## src/rtl/serializer16.sv

```systemverilog
// -----------------------------------------------------------------------------
// serializer16
//
// Converts a 16-bit parallel word into a serial bit stream. Both sides use a
// valid/ready handshake. When the last bit of a word is taken and a new word is
// offered in the same cycle, the next word follows with no idle cycle.
//
// Parameters
//   MSB_FIRST   0: bit 0 goes out first, 1: bit 15 goes out first
//
// Ports
//   clk         single clock, all state changes on the rising edge
//   rst_n       asynchronous active-low reset
//   load_data   parallel word to serialize (16 bits)
//   load_valid  load_data is offered
//   load_ready  a word can be accepted this cycle
//   bit_out     current serial bit
//   bit_valid   bit_out is valid
//   bit_ready   consumer takes bit_out this cycle
//   bit_last    bit_out is the 16th bit of the word
//   busy        a word is held or being shifted
//   word_count  number of fully transmitted words, modulo 256
// -----------------------------------------------------------------------------
module serializer16 #(
  parameter bit MSB_FIRST = 1'b0
) (
  input  logic        clk,
  input  logic        rst_n,
  input  logic [15:0] load_data,
  input  logic        load_valid,
  output logic        load_ready,
  output logic        bit_out,
  output logic        bit_valid,
  input  logic        bit_ready,
  output logic        bit_last,
  output logic        busy,
  output logic [7:0]  word_count
);

  typedef enum logic [0:0] {
    IDLE  = 1'b0,
    SHIFT = 1'b1
  } state_e;

  state_e      state_q,      state_d;
  logic [15:0] word_q,       word_d;
  logic [3:0]  idx_q,        idx_d;
  logic [7:0]  word_count_q, word_count_d;

  logic        load_hs_s;
  logic        bit_hs_s;
  logic        at_last_s;
  logic [3:0]  bit_sel_s;

  // Handshake and position decode shared by the next-state and output logic.
  always_comb begin
    at_last_s = (idx_q == 4'd15);
    // load_ready is a function of state, index and bit_ready only, so it can
    // never form a combinational loop through the producer's load_valid.
    if (state_q == IDLE) begin
      load_ready = 1'b1;
    end else begin
      load_ready = at_last_s && bit_ready;
    end
    bit_valid = (state_q == SHIFT);
    busy      = (state_q == SHIFT);
    bit_last  = (state_q == SHIFT) && at_last_s;
    load_hs_s = load_valid && load_ready;
    bit_hs_s  = bit_valid && bit_ready;
  end

  // Select the outgoing bit; the output is forced low while idle.
  always_comb begin
    if (MSB_FIRST) begin
      bit_sel_s = 4'd15 - idx_q;
    end else begin
      bit_sel_s = idx_q;
    end
    if (state_q == SHIFT) begin
      bit_out = word_q[bit_sel_s];
    end else begin
      bit_out = 1'b0;
    end
  end

  // Next-state logic for the IDLE/SHIFT controller and its datapath.
  always_comb begin
    state_d      = state_q;
    word_d       = word_q;
    idx_d        = idx_q;
    word_count_d = word_count_q;
    case (state_q)
      IDLE: begin
        if (load_hs_s) begin
          state_d = SHIFT;
          word_d  = load_data;
          idx_d   = 4'd0;
        end else begin
          state_d = IDLE;
        end
      end
      SHIFT: begin
        if (bit_hs_s) begin
          if (at_last_s) begin
            word_count_d = word_count_q + 8'd1;
            if (load_hs_s) begin
              // Back-to-back: the new word replaces the finished one in the
              // same edge, so bit_valid never drops between words.
              state_d = SHIFT;
              word_d  = load_data;
              idx_d   = 4'd0;
            end else begin
              state_d = IDLE;
              idx_d   = 4'd0;
            end
          end else begin
            idx_d = idx_q + 4'd1;
          end
        end else begin
          // Consumer stalled: word and index hold, so bit_out holds too.
          state_d = SHIFT;
        end
      end
      default: begin
        state_d = IDLE;
        idx_d   = 4'd0;
      end
    endcase
  end

  // State, word, index and completed-word counter registers.
  always_ff @(posedge clk or negedge rst_n) begin
    if (!rst_n) begin
      state_q      <= IDLE;
      word_q       <= 16'd0;
      idx_q        <= 4'd0;
      word_count_q <= 8'd0;
    end else begin
      state_q      <= state_d;
      word_q       <= word_d;
      idx_q        <= idx_d;
      word_count_q <= word_count_d;
    end
  end

  assign word_count = word_count_q;

endmodule
```

## config.mk

```make
export PLATFORM = sky130hd
export DESIGN_NAME = serializer16
export DESIGN_NICKNAME = d
export VERILOG_FILES = /design/src/rtl/serializer16.sv
export SDC_FILE = /design/constraint.sdc
export NUM_CORES = 1
export LEC_CHECK = 0
export CAP_MARGIN = 20
export CORE_MARGIN = 5
export CORE_UTILIZATION = 52
export DETAILED_ROUTE_END_ITERATION = 16
export GPL_TIMING_DRIVEN = 0
export PLACE_DENSITY = 0.82
export SETUP_SLACK_MARGIN = 0.1
export SYNTH_ARGS = -nofsm -noshare
export SYNTH_HDL_FRONTEND = slang
export SYNTH_SLANG_ARGS = --single-unit
```

## constraint.sdc

```tcl
create_clock -name clk -period 4.3 [get_ports clk]
set_input_delay 0.86 -clock clk [delete_from_list [all_inputs] [get_ports clk]]
set_output_delay 0.86 -clock clk [all_outputs]
set_load 0.02 [all_outputs]
```

# After elaboration in Yosys (flattened, before gate mapping)
# Index checks and enable logic that the tools add are counted.
dict set report classes {
  bitwise 1
  n_reduce_logical 7
  eq_ne 4
  add_sub_neg 2
  mux 16
  n_lt_le_gt_ge 1
}
# op count
set op_table {}
lappend op_table {{2-to-1 mux 16 bit} 3}
lappend op_table {{one-hot mux 16 bit (2 select lines)} 1}
lappend op_table {{2-to-1 mux 4 bit} 3}
lappend op_table {{adder 8 x 1 -> 8 bit (second input constant)} 1}
lappend op_table {{one-hot mux 4 bit (2 select lines)} 1}
lappend op_table {{2-to-1 mux 1 bit} 6}
lappend op_table {{< comparator 4 x 5 -> 1 bit (second input constant)} 1}
lappend op_table {{adder 4 x 1 -> 4 bit (second input constant)} 1}
lappend op_table {{binary-select mux 1 bit (select 4 bit)} 1}
lappend op_table {{equality test 4 bit (second input constant)} 1}
lappend op_table {{logical AND 1 bit} 4}
lappend op_table {{inequality test 2 x 1 -> 1 bit (second input constant)} 2}
lappend op_table {{AND reduction 2 bit} 2}
lappend op_table {{AND reduction 3 bit} 1}
lappend op_table {{inequality test 2 bit (second input constant)} 1}
lappend op_table {{one-hot mux 1 bit (2 select lines)} 1}
lappend op_table {{inverter 1 bit} 1}
dict set report totals {
  elab_cells 35
  out_inout_bits 13
  input_bits 20
  ff_bits 29
}

# Depth between registers and ports, before layout
dict set report logic_depth {
  depth_word 8
  ltp_mapped 7
  mapped_depth_nobuf 5
}

# Least setup slack after synthesis
# OpenSTA, ideal clock, no wires.
dict set report synth_path {
  path_type {register to output}
  from {register idx_q[0], in the netlist bit_sel_s[0]}
  to {output port bit_out}
  path_buffers 1
  t_arrival_ns 1.546
  slack_ns 1.894
  stages_incl_launch_ff 6
  t_required_ns 3.440
  path_cell_list {dfrtp_1 buf_6 mux4_1 nor2b_1 or4_1 o31ai_1}
}
dict set report synth_between {
  elab_chain_len 3
}
# element line
set synth_rtl {}
lappend synth_rtl {{from (decl)} 47} ;# logic [3:0] idx_q, idx_d;
lappend synth_rtl {{from (signal assigned)} 141} ;# idx_q <= idx_d;
lappend synth_rtl {{binary-select mux 1 bit (select 4 bit)} 80} ;# bit_out = word_q[bit_sel_s];
lappend synth_rtl {{2-to-1 mux 1 bit (implied by the code)} 80}
lappend synth_rtl {{2-to-1 mux 1 bit} 79} ;# if (state_q == SHIFT) begin
lappend synth_rtl {{to (decl)} 32} ;# output logic bit_out,
# No other way between the ends. The select of a mux whose other input is x is not followed.

# Worst setup path in the final report
# Ends and elaborated chain as after synthesis.

==> run_results.csv <==
group,metric,value,unit
worst_setup_path,crit_arrival,2550,ps
floorplan,die_w,62.1,um
clock_network,cts-hold-fix-buffers,0,
flow_run,maxCapViolCount,0,
final_layout,final_common_cell,"clkdlybuf4s50_1",
clock_network,cts_max_path_buffers,2,
sta,fmax,294,MHz
synthesis,syn-num-nets,134,
worst_setup_path,worstPathMaxFanout,10,
worst_setup_path,critPathTopFamily,"buffers and inverters",
final_layout,nFillCells,193,
placement,dp_hpwl,2110,um
worst_setup_path,timing.rr.start,"bit_sel_s[0]",
sta,layout_min_cycle_time,3410,ps
worst_setup_path,crit_chain,"buf_6 > mux4_1 > nor2b_1 > or4_1 > o31ai_1 > clkdlybuf4s50_1",
clock_network,cts.sinks,29,
final_layout,final_cell_mix,"clkdlybuf4s50_1 (31), dfrtp_1 (29), mux2_2 (18)",
detailed_routing,drt-total-wl,2680,um
outcome,status,"complete, no violations",
sta,setup_viol,0,
worst_setup_path,r2r_cells,7,
sta,timing.final.crit_share,79.2,%
sta,relSlewSlack,51.5,%
placement,dpl-instance-area,1790,um2
grt,grt-ovfl-total,0,
power_and_ir_drop,p_leak,0.000808,uW
detailed_routing,firstDrtPassIters,4,
detailed_routing,first_iter_violations,29,
synthesis,synth.avg_cell_area,12.6,um2
synthesis,synth.distinct_cells,33,
clock_network,cts-root-buf,"clkbuf_4",
grt,first_global_vias,1083,
worst_setup_path,r2r_end,"word_q[15]",
clock_network,tritoncts,"built",
final_layout,layout.area.seq,726,um2
final_layout,final_area,1830,um2
worst_setup_path,cp_slowest_stage_delay,650,ps
worst_setup_path,cp_num_buf_inv,2,
worst_setup_path,cp-startpoint,"bit_sel_s[0]",
worst_setup_path,critPathCapture,"bit_out",
grt,antenna_found_initial,0,
final_layout,fin_nets,173,
floorplan,top_level_ports,33,
clock_network,cts_buffers,5,
synthesis,synth.area.top_cells,"dfrtp_1 (51%), mux2_2 (14%), mux4_1 (3.7%)",
grt,grt_pass1_wl,4600,um
worst_setup_path,worst-setup-path-type,"flip-flop to primary output",
grt,track_usage,16.4,%
detailed_routing,drcViolationCount,0,
worst_setup_path,regToRegSetupSlack,2430,ps
final_layout,area_delta_synth_final,30.1,%
worst_setup_path,crit_slowest_cell,"clkdlybuf4s50_1",
sta,worst_pin_slew,725,ps
synthesis,yosysWarnings,0,
floorplan,initial_utilization,55.4,%
final_layout,drive_gt1_share,23.0,%
sta,final_hold_viol_count,0,
final_layout,diodes,0,
power_and_ir_drop,p_per_area,511,nW/um2
worst_hold_path,min_path_type,"flip-flop to flip-flop",
power_and_ir_drop,peakVddDrop,406,uV
synthesis,netlist_area,1410,um2
sta,maxSlewViolCount,0,
floorplan,die_y,62.1,um
floorplan,num_rows,18,
synthesis,synth_area_leader_cell,"dfrtp_1",
clock_network,clock_latency,320,ps
detailed_routing,viasPerCell,5.37,
worst_setup_path,path_depth,6,
sta,rsz0062_at_grt,"false",
final_layout,multi_input_area,613,um2
synthesis,ys_seq_elements,29,
clock_network,post_cts_resized,0,
placement,port_buffers,31,
sta,tns,0,ps
detailed_routing,num_vias,978,
clock_network,clkTransAtPathRegs,80,ps
worst_setup_path,critical_path_required,3440,ps
floorplan,dieArea,3850,um2
detailed_routing,ant_nets,0,
worst_setup_path,endpoint_kind,"primary output",
clock_network,cts_htree_levels,2,
synthesis,synth_seq_area_share,51.5,%
detailed_routing,wire_per_inst,14.7,um
placement,gp_congestion,0.726,
sta,fin_skew,9.13,ps
worst_setup_path,start_kind,"flip-flop",
synthesis,syn_inst,112,
clock_network,postCtsSetupBuffers,0,
floorplan,core-area,2540,um2
grt,grt_max_degree,17,
synthesis,synth_top_cell_area_share,51.5,%
stage by stage:
step	setup slack (ps)	instances	total power (uW)	hold slack [ps]	utilization [%]
after floorplan	1890	112	671	472	-
after global placement	1290	173	774	460	69.1
after detailed placement	1230	174	798	475	70.2
after CTS	871	182	952	486	72.1
after global routing	809	182	1010	518	72.1
final	894	182	938	480	72.1
cell usage after synthesis (all sizes together):
library cell  instances
a2111oi               1
a21o                  1
a21oi                 3
and2                  1
and2b                 1
and3                  1
buf                   7
clkbuf                1
dfrtp                29
ha                    2
inv                   2
mux2                 18
mux2i                 4
mux4                  2
nand2                 5
nand2b                1
nand3                 7
nand3b                1
nand4                 2
nor2                  3
nor2b                 1
nor3                  2
nor3b                 2
o211ai                1
o21ai                 5
o31ai                 1
or4                   1
xnor2                 5
xor2                  2
worst reg2reg max path, cell delays in order, from the launching register on:
cell and delay (ps):
dfrtp_1 390, ha_1 230, nand3_2 150, o21ai_2 180, and2_1 150, buf_4 150, buf_6 160, mux2_2 350
logic make-up after synthesis:
| kind of cell | after synthesis | share of synthesized area, % |
|---|---|---|
| buf+inv | 10 | 5.06 |
| xor+xnor | 7 | 4.35 |
| flops | 29 | 51.5 |
| compound gates | 12 | 5.32 |
| mux | 24 | 20.9 |
| fa+ha+maj | 2 | 1.77 |
| simple gates | 28 | 11.1 |
how the worst min path moves through the flow:
stage	cells after the start	startpoint	end
final	1	word_count[7]	word_count[7]
after floorplan	1	word_q[13]	word_q[13]
after CTS	1	word_count[7]	word_count[7]
after detailed placement	1	word_count[7]	word_count[7]
after global placement	1	word_count[7]	word_count[7]
after global routing	1	word_count[7]	word_count[7]
sequential cells by signal (all words and copies together), names as in the netlist:
name / count
bit_valid: 1
word_count: 8
word_q: 16
bit_sel_s: 4
final cells by class:
cell class	count	share of cell area, %
clock buffer	8	2.66
tap	30	2.05
timing repair buffer	32	18.4
sequential	29	39.6
buffer	8	3.48
inverter	2	0.409
multi-input combinational	73	33.4
per-layer routing:
layer	wire, um	GRT usage (%)	up-vias
met1	1180	20.5	478
met3	142	5.37	2
met2	1320	27.7	26
met4	27	3.64	0
li1	-	-	472
met5	0	0	-
where the power goes:
| group | switching (uW) | leakage [uW] | internal (uW) |
|---|---|---|---|
| sequential | 55.1 | 0.000362 | 370 |
| clock | 86.0 | 0.0000265 | 65.1 |
| combinational | 152 | 0.000419 | 209 |
| total | 293 | 0.000808 | 645 |
Power figures use the tool's default switching activity.
